$ cat src/rtl/sipo_to_piso_conv.sv
// Serial re-timing buffer: a SIPO stage assembles WIDTH-bit words, each completed word is
// handed to a PISO stage that replays it while the next word fills (constant WIDTH-cycle delay).
module sipo_to_piso_conv #(
  parameter int WIDTH     = 8,
  parameter bit MSB_FIRST = 1'b1
) (
  input  logic clk,
  input  logic rst,
  input  logic serial_in,
  output logic serial_out,
  output logic filled_up
);

  localparam int CNT_W = $clog2(WIDTH);
  localparam logic [CNT_W-1:0] LAST = CNT_W'(WIDTH - 1);
  localparam logic [CNT_W-1:0] ONE  = CNT_W'(1);

  logic [WIDTH-1:0] sipo_reg;
  logic [WIDTH-1:0] piso_reg;
  logic [WIDTH-1:0] sipo_next;
  logic [CNT_W-1:0] in_cnt;
  logic [CNT_W-1:0] out_cnt;
  logic             out_active;
  logic             xfer;

  // The first received bit ends up at the end of the word that is transmitted first.
  function automatic logic [WIDTH-1:0] shift_in(input logic [WIDTH-1:0] word, input logic b);
    if (MSB_FIRST) return {word[WIDTH-2:0], b};
    else           return {b, word[WIDTH-1:1]};
  endfunction

  function automatic logic [WIDTH-1:0] shift_out(input logic [WIDTH-1:0] word);
    if (MSB_FIRST) return {word[WIDTH-2:0], 1'b0};
    else           return {1'b0, word[WIDTH-1:1]};
  endfunction

  function automatic logic out_bit(input logic [WIDTH-1:0] word);
    if (MSB_FIRST) return word[WIDTH-1];
    else           return word[0];
  endfunction

  always_comb begin
    sipo_next = shift_in(sipo_reg, serial_in);
    xfer      = (in_cnt == LAST);
  end

  // Transfer loads the bypassed shift value so the bit sampled on the last edge is included;
  // it also overrides the PISO shift, keeping the output gapless across word boundaries.
  always_ff @(posedge clk) begin
    if (!rst) begin
      sipo_reg   <= '0;
      piso_reg   <= '0;
      in_cnt     <= '0;
      out_cnt    <= '0;
      out_active <= 1'b0;
      filled_up  <= 1'b0;
    end else begin
      sipo_reg  <= sipo_next;
      in_cnt    <= xfer ? '0 : in_cnt + ONE;
      filled_up <= xfer;
      if (xfer) begin
        piso_reg   <= sipo_next;
        out_cnt    <= '0;
        out_active <= 1'b1;
      end else if (out_active) begin
        piso_reg <= shift_out(piso_reg);
        out_cnt  <= out_cnt + ONE;
        if (out_cnt == LAST) out_active <= 1'b0;
      end
    end
  end

  assign serial_out = out_active ? out_bit(piso_reg) : 1'b0;

endmodule

$ cat config.mk
export PLATFORM = sky130hd
export DESIGN_NAME = sipo_to_piso_conv
export DESIGN_NICKNAME = d
export VERILOG_FILES = /design/src/rtl/sipo_to_piso_conv.sv
export SDC_FILE = /design/constraint.sdc
export NUM_CORES = 1
export LEC_CHECK = 0
export CAP_MARGIN = 20
export CORE_MARGIN = 2
export CORE_UTILIZATION = 55
export CTS_CLUSTER_DIAMETER = 100
export DETAILED_ROUTE_END_ITERATION = 8
export GPL_ROUTABILITY_DRIVEN = 0
export PLACE_DENSITY = 0.72
export REMOVE_ABC_BUFFERS = 1
export SLEW_MARGIN = 20
export SYNTH_ARGS = -nofsm -noshare
export SYNTH_HDL_FRONTEND = slang
export SYNTH_SLANG_ARGS = --single-unit
$ cat constraint.sdc
create_clock -name clk -period 1.8 [get_ports clk]
set_input_delay 0.27 -clock clk [delete_from_list [all_inputs] [get_ports clk]]
set_output_delay 0.27 -clock clk [all_outputs]
set_load 0.02 [all_outputs]
==> run metrics <==
Worst EP required 1.53 ns; Final WS setup 0.183 ns; CTS tree done; crit path time final roughly 1.6 ns; placed inst area 941 µm²; Core Area 1510 µm²; number of synthesized flops with an enable pin 0; vias in the first global route 486; crit-path leading delay family buffers and inverters; total power 787 µW; Setup Skew a little under 0.004 ns; CTS root buffer clkbuf_4; CTS Sinks 23; post-layout util 0.642; Max FO, Critical Path 2; Pwr Density 813 nW/µm²; slew margin rel. 0.765; Synth-to-Final Area Change 10.1%; Post-Place Worst Slack 0.417 ns; kind of critical path flip-flop to output port; I/O pin count 5; setup TNS 0 ns; Tcrit/Tclk final 0.898; Global Route Usage Sum 0.148; Yosys top cell area share 0.524; die area 1930 µm²; starting density of the core 0.583; CP bufs+invs 1; most frequent cells in the layout 23 x dfxtp_1, 9 x and2_1, 8 x nand2b_1, 7 x mux2_2, 7 x o211a_1; # setup viols final 0; max reg flops 8; Max-cap violations 0; Worst setup EP type output port; Hold-fix buffers, CTS 0; Max Fclk 0.618 GHz; top cells by area, synth dfxtp_1 52%, mux2_2 9.0%, o211a_1 8.0%; FP Rows 14; Leak between 0.0004 and 0.0005 µW; overall via count from detail_route 531; area occupied by multi-input gates between 300 and 400 µm²; initial antenna violation count 0; fin. max-slew vios 0; Initial DRC Count 2; nets 93; drt wl/cell about 11 µm; Fin. Hold Viols 0; async set-or-reset flop fraction in the synthesized netlist 0; status complete, no violations; Seq/Total Area, Yosys 0.524; Synth Flop Type dfxtp_1; critical path cell sequence and2_1, clkdlybuf4s50_1; grt ovf 0; yosys warns 0; CP max-delay cell clkdlybuf4s50_1; cts repair resizes 0; RSZ-0062 raised after global routing no; Yosys cell types 18; area leader, netlist dfxtp_1; Syn Inst Count between 70 and 80; hpwl dp between 700 and 800 µm; die height 44.0 µm; routed vias/inst ~5.3; CTS buffer count 3; clock slew at reported path FFs 0.11 ns; Seq cells post-synth 23; Hold Crit Class flip-flop to flip-flop; first-pass GRT wire length approximately 2000 µm; largest net degree at the start of global routing 13; Netlist Area Pre-Place around 900 µm²; wirelength, routed between 1000 and 1500 µm; post-synthesis area per instance about 11 µm²; share of layout cells above drive strength 1 0.153; Max Buffers Root-to-Sink 2; Die X about 44 µm; commonest non-fill, non-tap cell in the layout dfxtp_1; Post-CTS Setup Bufs 0; ANT nets after route 0; Sequential Area approximately 460 µm²; Final Cell Area 967 µm²; peak supply drop 0.000526 V; Worst-Margin Slew 0.352 ns; ant diodes 0; Critical Path AT approximately 1.4 ns; number of fill cells 128; H-tree levels 1; I/O Buffers 4; Post-route DRC 0; CP startpoint kind flip-flop; TritonRoute pass-1 iters 2; clock latency on the worst-skew pair 0.31 ns; CP max stage delay 0.59 ns
-- cells in the mapped netlist (all sizes together), types with 2 or more instances --
master	n
o211a	7
dfxtp	23
mux2	7
mux2i	2
buf	2
nor2	6
ha	4
nand2b	8
and2	9
inv	2
-- power by group --
group          switching [µW]  total (µW)  internal (µW)
Clock                     143         229           86.6
Sequential               3.98         524            520
Combinational            16.2        33.1           16.9
-- final cells by class --
class,instances,share of cell area
clock buffer,4,0.0272
inverter,2,0.00776
multi-input combinational,49,0.404
sequential,23,0.476
tap,16,0.0207
timing repair buffer,7,0.0647
-- metrics by stage --
stage          hold slack [ns]  std cells
2_1_floorplan            0.388         74
3_3_place_gp             0.406         97
3_5_place_dp             0.414         97
4_1_cts                  0.432        101
5_1_grt                  0.446        101
6_report                 0.425        101
-- layer usage --
metal | up-vias | track usage | wire length [µm]
li1 | 276 | - | -
met1 | 243 | 0.174 | 575
met5 | - | 0 | 0
met2 | 8 | 0.224 | 508
met4 | 0 | 0.109 | 27
met3 | 4 | 0.0500 | 37
-- logic make-up after synthesis --
family | Yosys count | share of synthesized area
buffers and inverters | 5 | 0.0313
xor gates and xnor gates | 1 | 0.00997
adders and majority gates | 4 | 0.0570
muxes | 9 | 0.113
DFF | 23 | 0.524
and+or+nand+nor | 26 | 0.168
AOI/OAI and AO/OA | 9 | 0.0969
-- final timing paths --
| kind | startpoint | to | slack, ns | cells after the start |
|---|---|---|---|---|
| worst max-delay path | out_active$_SDFF_PN0_ | serial_out | 0.18 | 2 |
| worst min-delay path | in_cnt[0]$_SDFF_PP0_ | in_cnt[0]$_SDFF_PP0_ | 0.43 | 1 |
| worst max register to register | in_cnt[0]$_SDFF_PP0_ | piso_reg[0]$_SDFFE_PN0P_ | 0.39 | 4 |
| worst min register to register | in_cnt[0]$_SDFF_PP0_ | in_cnt[0]$_SDFF_PP0_ | 0.43 | 1 |
Power figures use the tool's default switching activity.
